### src/rtl/fetch_unit_pkg.sv
// Shared CPU types and constants used by the fetch stage.
package fetch_unit_pkg;

    typedef logic [31:0] word_t;

    typedef enum logic [1:0] {
        FETCH,
        KILL,
        HOLD
    } fetch_state_t;

    localparam word_t NOP_INSTR    = 32'h0000_0000;
    localparam word_t RESET_PC_DEF = 32'h0000_0000;

endpackage

### src/rtl/fetch_unit_ifid_reg.sv
// IF/ID pipeline register: clear beats load, load beats hold.
module ifid_reg
    import fetch_unit_pkg::*;
#(
    parameter word_t NOP = NOP_INSTR
) (
    input  logic  clk,
    input  logic  rst_n,
    input  logic  clear,
    input  logic  load,
    input  logic  bubble,
    input  word_t load_instr,
    input  word_t load_pc,
    output logic  valid,
    output word_t instr,
    output word_t pc,
    output word_t pc4
);

    always_ff @(posedge clk) begin
        if (!rst_n) begin
            valid <= 1'b0;
            instr <= NOP;
            pc    <= '0;
            pc4   <= 32'd4;
        end else if (clear || bubble) begin
            valid <= 1'b0;
            instr <= NOP;
        end else if (load) begin
            valid <= 1'b1;
            instr <= load_instr;
            pc    <= load_pc;
            pc4   <= load_pc + 32'd4;
        end
    end

endmodule

### src/rtl/fetch_unit.sv
// Instruction fetch stage: PC, redirect handling, req/ack memory port,
// one-entry skid buffer and the IF/ID register.
module fetch_unit
    import fetch_unit_pkg::*;
#(
    parameter word_t RESET_PC = RESET_PC_DEF,
    parameter word_t NOP      = NOP_INSTR
) (
    input  logic        clk,
    input  logic        rst_n,
    input  logic        stall,
    input  logic        br_taken,
    input  logic [31:0] br_target,
    input  logic        jmp,
    input  logic [31:0] jmp_target,
    output logic        imem_req,
    output logic [31:0] imem_addr,
    input  logic        imem_ack,
    input  logic [31:0] imem_rdata,
    output logic        ifid_valid,
    output logic [31:0] ifid_instr,
    output logic [31:0] ifid_pc,
    output logic [31:0] ifid_pc4
);

    fetch_state_t state, state_n;
    word_t pc, pc_n, pend, pend_n;
    word_t skid_instr, skid_pc;
    logic  skid_we;
    logic  req_q;

    logic  redirect, ack;
    word_t target, pc_inc;

    logic  ld_clear, ld_load, ld_bubble;
    word_t ld_instr, ld_pc;

    // Branch resolves in EX, so it is older than a jump in ID.
    assign redirect = br_taken | jmp;
    assign target   = (br_taken ? br_target : jmp_target) & ~32'd3;
    assign ack      = imem_ack & req_q;
    assign pc_inc   = pc + 32'd4;

    assign imem_req  = req_q;
    assign imem_addr = pc;

    always_ff @(posedge clk) begin
        if (!rst_n) begin
            state      <= FETCH;
            pc         <= RESET_PC;
            pend       <= RESET_PC;
            skid_instr <= NOP;
            skid_pc    <= '0;
            req_q      <= 1'b0;
        end else begin
            state <= state_n;
            pc    <= pc_n;
            pend  <= pend_n;
            req_q <= (state_n != HOLD);
            if (skid_we) begin
                skid_instr <= imem_rdata;
                skid_pc    <= pc;
            end
        end
    end

    always_comb begin
        state_n = state;
        pc_n    = pc;
        pend_n  = pend;
        skid_we = 1'b0;
        unique case (state)
            FETCH: begin
                if (redirect) begin
                    // An unacked access must drain before the target goes out.
                    if (ack || !req_q) begin
                        pc_n = target;
                    end else begin
                        pend_n  = target;
                        state_n = KILL;
                    end
                end else if (ack) begin
                    pc_n = pc_inc;
                    if (stall && ifid_valid) begin
                        skid_we = 1'b1;
                        state_n = HOLD;
                    end
                end
            end
            KILL: begin
                if (redirect) pend_n = target;
                if (ack) begin
                    pc_n    = redirect ? target : pend;
                    state_n = FETCH;
                end
            end
            HOLD: begin
                if (redirect) begin
                    pc_n    = target;
                    state_n = FETCH;
                end else if (!stall) begin
                    state_n = FETCH;
                end
            end
            default: state_n = FETCH;
        endcase
    end

    always_comb begin
        ld_clear  = redirect;
        ld_load   = 1'b0;
        ld_bubble = 1'b0;
        ld_instr  = imem_rdata;
        ld_pc     = pc;
        unique case (state)
            FETCH: begin
                if (ack && !(stall && ifid_valid)) begin
                    ld_load = 1'b1;
                end else if (!ack && !stall) begin
                    ld_bubble = 1'b1;
                end
            end
            HOLD: begin
                if (!stall) begin
                    ld_load  = 1'b1;
                    ld_instr = skid_instr;
                    ld_pc    = skid_pc;
                end
            end
            default: ;
        endcase
    end

    ifid_reg #(
        .NOP(NOP)
    ) u_ifid (
        .clk       (clk),
        .rst_n     (rst_n),
        .clear     (ld_clear),
        .load      (ld_load),
        .bubble    (ld_bubble),
        .load_instr(ld_instr),
        .load_pc   (ld_pc),
        .valid     (ifid_valid),
        .instr     (ifid_instr),
        .pc        (ifid_pc),
        .pc4       (ifid_pc4)
    );

endmodule

### config.mk
export PLATFORM = sky130hd
export DESIGN_NAME = fetch_unit
export DESIGN_NICKNAME = d
export VERILOG_FILES = /design/src/rtl/fetch_unit_pkg.sv /design/src/rtl/fetch_unit_ifid_reg.sv /design/src/rtl/fetch_unit.sv
export SDC_FILE = /design/constraint.sdc
export NUM_CORES = 1
export LEC_CHECK = 0
export CAP_MARGIN = 5
export CORE_MARGIN = 8
export CORE_UTILIZATION = 40
export CTS_CLUSTER_DIAMETER = 200
export DETAILED_ROUTE_END_ITERATION = 16
export PLACE_DENSITY_LB_ADDON = 0.08
export SLEW_MARGIN = 20
export SYNTH_ARGS = -nofsm -noshare
export SYNTH_HDL_FRONTEND = slang
export SYNTH_HIERARCHICAL = 1
export SYNTH_SLANG_ARGS = --single-unit
### constraint.sdc
create_clock -name clk -period 3.32 [get_ports clk]
set_input_delay 0.498 -clock clk [delete_from_list [all_inputs] [get_ports clk]]
set_output_delay 0.498 -clock clk [all_outputs]
set_load 0.03 [all_outputs]
After elaboration in Yosys (flattened, before gate mapping)
Index checks and enable logic that the tools add are counted.

storage, ports and cells
  bits in registers = 228
  bits in latches = 0
  RAM bits = 0
  bits in read-only memories = 0
  output and inout bits = 130
  memories = 0

cells by class
  $add $sub $neg = 2
  multipliers = 0
  div/mod/pow operators = 0
  order comparisons = 0
  equal/unequal tests = 9
  shift-type cells = 0
  multiplexer cells = 33
  bitwise gates (word level) = 4
  reduce and logical (&&, ||, !) cells = 16

operators by type and width
  operator                                             count
  two-way mux 32 bit                                   13
  case mux 32 bit (3 select lines)                     1
  adder 32 x 3 -> 32 bit, second input constant        2
  case mux 32 bit (2 select lines)                     1
  two-way mux 2 bit                                    7
  two-way mux 1 bit                                    9
  != test 2 bit, second input constant                 3
  case mux 2 bit (3 select lines)                      1
  AND reduction 5 bit                                  1
  logical NOT 1 bit                                    4
  != test 2 x 1 -> 1 bit, second input constant        2
  logical AND 1 bit                                    3
  != test 3 x 2 -> 1 bit, second input constant        1
  != test 3 bit, second input constant                 1
  AND reduction 3 bit                                  1
  nonzero test 3 bit                                   1
  equality test 2 x 1 -> 1 bit, second input constant  1
  equality test 2 bit, second input constant           1
  logical NOT 2 bit                                    1
  logical OR 1 bit                                     2
  NOT 1 bit                                            2
  case mux 1 bit (2 select lines)                      1
  AND reduction 2 bit                                  1
  nonzero test 2 bit                                   1
  other kinds (3)                                      3

Longest topological paths before layout
  depth in word-level cells = 9
  gate-level depth with buffers = 12
  depth with buffers taken out = 9

Modules after synthesis
The synthesis kept the hierarchy.

modules (own cells, without submodules)
  module      times used  cells each  area an instance (um^2)  seq. area each (um^2)
  fetch_unit  1           887         7307.0                   2622.5
  ifid_reg    1           452         3876.2                   1901.8

Least setup slack after synthesis
OpenSTA, ideal clock, no wires.

  path type = register -> register
  from = reg state[0]
  to = reg u_ifid.pc4[28]
  data arrival time = 2928 ps
  required time = 3246 ps
  path slack = 318 ps
  stages on the path, launching flop included = 13
  path buffers = 3
  period minus slack after synthesis = 3002 ps
  cells stage by stage = dfxtp_1 -> inv_1 -> ha_1 -> nand2b_1 -> clkbuf_1 -> clkbuf_1 -> mux2_2 -> ha_1 -> and3_1 -> buf_2 -> nand4_2 -> or4_1 -> a31oi_1

on the way
  elaborated cells on any way between the ends = 9
  classes of those cells = add/sub (1); eq/ne (1); mux (3); bitwise (1); reduce/logical (3)

RTL lines
  element                 RTL line                   source
  start, declared         fetch_unit.sv:26           fetch_state_t state, state_n;
  start signal, assigned  fetch_unit.sv:56           state <= state_n;
  equality test 2 bit     fetch_unit.sv:115          unique case (state)
  two-way mux 32 bit      fetch_unit.sv:115
  named net ld_pc[2]      fetch_unit.sv:36           word_t ld_instr, ld_pc;
  adder 32 x 3 -> 32 bit  fetch_unit_ifid_reg.sv:33  pc4 <= load_pc + 32'd4;
  end signal, assigned    fetch_unit_ifid_reg.sv:33
  end, declared           fetch_unit_ifid_reg.sv:17  output word_t pc4

The timed path passes the listed nets, and every way through them passes these cells.
A chain may end at the register's enable or synchronous reset.

Worst setup path after layout
Ends and elaborated chain as after synthesis.

==> reports/qor.txt <==
FFs w/ async S/R, synth = 0%
Min Tclk post-route = 2.838 ns
Worst path most repeated cell = ha_1
Synth Area in Adders = 0.6713%
DRT antenna net count = 0
Crit-path cells = inv_1 -> ha_1 -> nand2b_2 -> buf_12 -> mux2_2 -> ha_1 -> and3_1 -> nand4_2 -> or4_1 -> a31oi_1
Routability cong. = 0.8281
Setup TNS = 0 ns
Clock buffer count from CTS = 25
Largest net degree at the start of global routing = 86
Count of input and output buffers = 227
Critical Path Source Type = flop
DRT Wirelength = 36180 um
Synth Flop Type = dfxtp_1
FF+latch count, synth = 226
Die footprint = 33560 um^2
Max H-tree Level = 1
Compound-cell area share of the yosys netlist = 18.68%
Cell count after synthesis = 1339
GRT Residual Overflow = 0
Hpwl dp = 25400 um
Pwr dens = 464.3 nW/um^2
Nets@finish = 1641
Largest family of logic cells by synthesized area = simple AND/OR/NAND/NOR gates
Sequential share of the synthesized area = 40.46%
Synth warnings = 6
Clock transition at the registers of the reported paths = 0.06 ns
Worst VDD drop = 326.1 uV
Final hold viol count = 0
Resized Gates After CTS = 0
First-pass GRT wire length = 57530 um
Mapped cell area = 11180 um^2
CP required = 3.77 ns
Synth Area in Simple Gates = 20.30%
Antenna violations before repair = 2
CTS Hold Bufs = 0
Leak = 5.140 nW
Max-slew violations = 0
Via count = 10525
DR WL/cell = 18.74 um
Sink Count = 226
Slowest cell on the critical path = or4_1
Clock Tree Root = clkbuf_16
CTS tree = yes
Vias in the first global route = 10357
Max_cap viols = 0
# diodes = 0
Core box area = 27630 um^2
Status = complete, no violations
Layout cells sized above 1 = 13.02%
Setup violators final = 0
Drt first pass iters = 5
Die width = 183.2 um
WS Path Type = reg2reg
Num rows = 61
Critical path peak fanout = 32
Unrepaired setup endpoints after global routing = false
Post-synthesis mux area share = 14.24%
Post-DR vias/cell = 5.453
Initial Util = 40.48%
Fmax = 0.3524 GHz
Die Y = 183.2 um
P&R area growth vs syn = 31.81%
Worst hold-check path type = reg2reg
Final worst path period share = 85.48%
Mapped Avg Cell Area = 8.352 um^2
Total track usage = 20.83%
Post-CTS setup buffer count = 0
DRT iter0 DRCs = 722
Post-Synth XOR/XNOR Area = 1.096%
Clk buf depth = 3
EDFF count, synth = 0
Worst slew pin tran = 0.8414 ns
# IOs = 232
DR DRC count = 0
Syn nets = 1447
Slew HR = 43.44%
Crit end category = flop
Worst-Skew Late Latency = 0.53 ns
Worst path max stage delay = 0.53 ns
Fin cells = 1930
Worst Path Arrival = 3.29 ns
Library cells used by synthesis = 72
Placed Instances = 1884
Clock skew = 0.008126 ns
## layout make-up
class / instances / area, um^2
multi-input combinational: 992 / 6187
clock inverter: 5 / 28.78
fill: 2669 / 12890
clock buffer: 41 / 785.8
inverter: 16 / 61.31
timing repair buffer: 272 / 2680
tap: 378 / 473.0
sequential: 226 / 4524
## cell usage in the layout, fill, tap and decap left out, types with 15 or more instances in the layout
| cell | n |
|---|---|
| mux2i_1 | 68 |
| clkbuf_16 | 25 |
| nor2_1 | 111 |
| clkdlybuf4s50_1 | 226 |
| mux2_2 | 81 |
| a211oi_1 | 30 |
| a31oi_1 | 15 |
| a21oi_1 | 141 |
| dfxtp_1 | 226 |
| buf_4 | 39 |
| nor3_1 | 18 |
| nand2_1 | 230 |
| o21ai_0 | 52 |
| nand3_1 | 31 |
## where the power goes
group	internal, W	switching, W	leakage [nW]
combinational	0.000507	0.000628	2.90
sequential	0.00281	0.000147	1.83
clock	0.00161	0.00115	0.407
## flip-flops by register name (all words and copies together), names as in the netlist
| register | flops |
|---|---|
| u_ifid/instr | 32 |
| skid_instr | 32 |
| imem_req | 1 |
| u_ifid/valid | 1 |
| pend | 32 |
| state | 2 |
| imem_addr | 32 |
| u_ifid/pc | 32 |
| u_ifid/pc4 | 30 |
| skid_pc | 32 |
## critical path, delay by kind of cell, from the launching register on
family | cells | cell delay [ns]
and+or+nand+nor | 4 | 1.20
muxes | 1 | 0.22
adders and majority gates | 2 | 0.43
DFF | 1 | 0.42
buffers and inverters | 2 | 0.29
AOI/OAI and AO/OA | 1 | 0.18
## cells in the mapped netlist (all sizes together), types with 3 or more instances
library cell	number	area, um^2
a211oi	30	225.2
a21oi	143	723.2
a221oi	5	43.79
a22oi	8	60.06
a31o	6	52.55
a31oi	15	93.84
a32oi	4	35.03
and2	5	31.28
and3	12	75.07
and4	9	78.83
buf	34	182.7
clkbuf	71	266.5
dfxtp	226	4524
ha	6	75.07
inv	16	60.06
mux2	81	912.1
mux2i	68	680.7
nand2	231	867.1
nand2b	5	31.28
nand3	32	165.2
nand4	16	127.6
nor2	113	431.7
nor3	20	116.4
nor3b	5	42.54
nor4	9	83.83
o2111ai	4	41.29
o21a	4	30.03
o21ai	58	290.3
o221a	3	33.78
o221ai	5	43.79
o22ai	4	25.02
o2bb2ai	5	43.79
o31a	7	61.31
o31ai	8	60.06
o32ai	9	78.83
or3	14	88.84
or4	12	93.84
xnor2	4	35.03
xor2	10	87.58
## layer usage
metal  wire length (um)  vias up  GRT usage, %
li1                   -     5194             -
met1              15640     5013         25.96
met2              17070      268         35.29
met3               2743       46         5.837
met4                699        4         4.619
met5                 22        -             0
## cells by family (layout without fill, tap and decap cells)
group / count (synthesis) / count (layout)
adder cells (fa/ha/maj): 6 / 6
flip-flops: 226 / 226
AND/OR/NAND/NOR: 488 / 488
multiplexers: 149 / 149
buffers and inverters: 121 / 334
AO/OA/AOI/OAI: 335 / 335
XOR/XNOR: 14 / 14
## metrics by stage
step	util, %	instance area (um^2)	setup slack (ns)	hold WS [ns]	power (W)
final	53.35	14740	0.4820	0.4504	0.006844
after global routing	53.35	14740	0.2623	0.4698	0.007123
after CTS	53.35	14740	0.4934	0.4522	0.006910
after detailed placement	50.40	13930	0.1624	0.4434	0.004146
after global placement	50.40	13930	0.2099	0.4398	0.004138
after floorplan	-	11180	0.3181	0.4338	0.003647
## final timing paths
kind,startpoint,end,slack [ns],cells after the start
worst max-delay path,state[0],u_ifid/pc4[28],0.48,10
worst min-delay path,u_ifid/pc[29],u_ifid/pc[29],0.45,2
worst max register to register,state[0],u_ifid/pc4[28],0.48,10
worst min register to register,u_ifid/pc[29],u_ifid/pc[29],0.45,2
No activity file was read; power rests on OpenSTA's default activity.
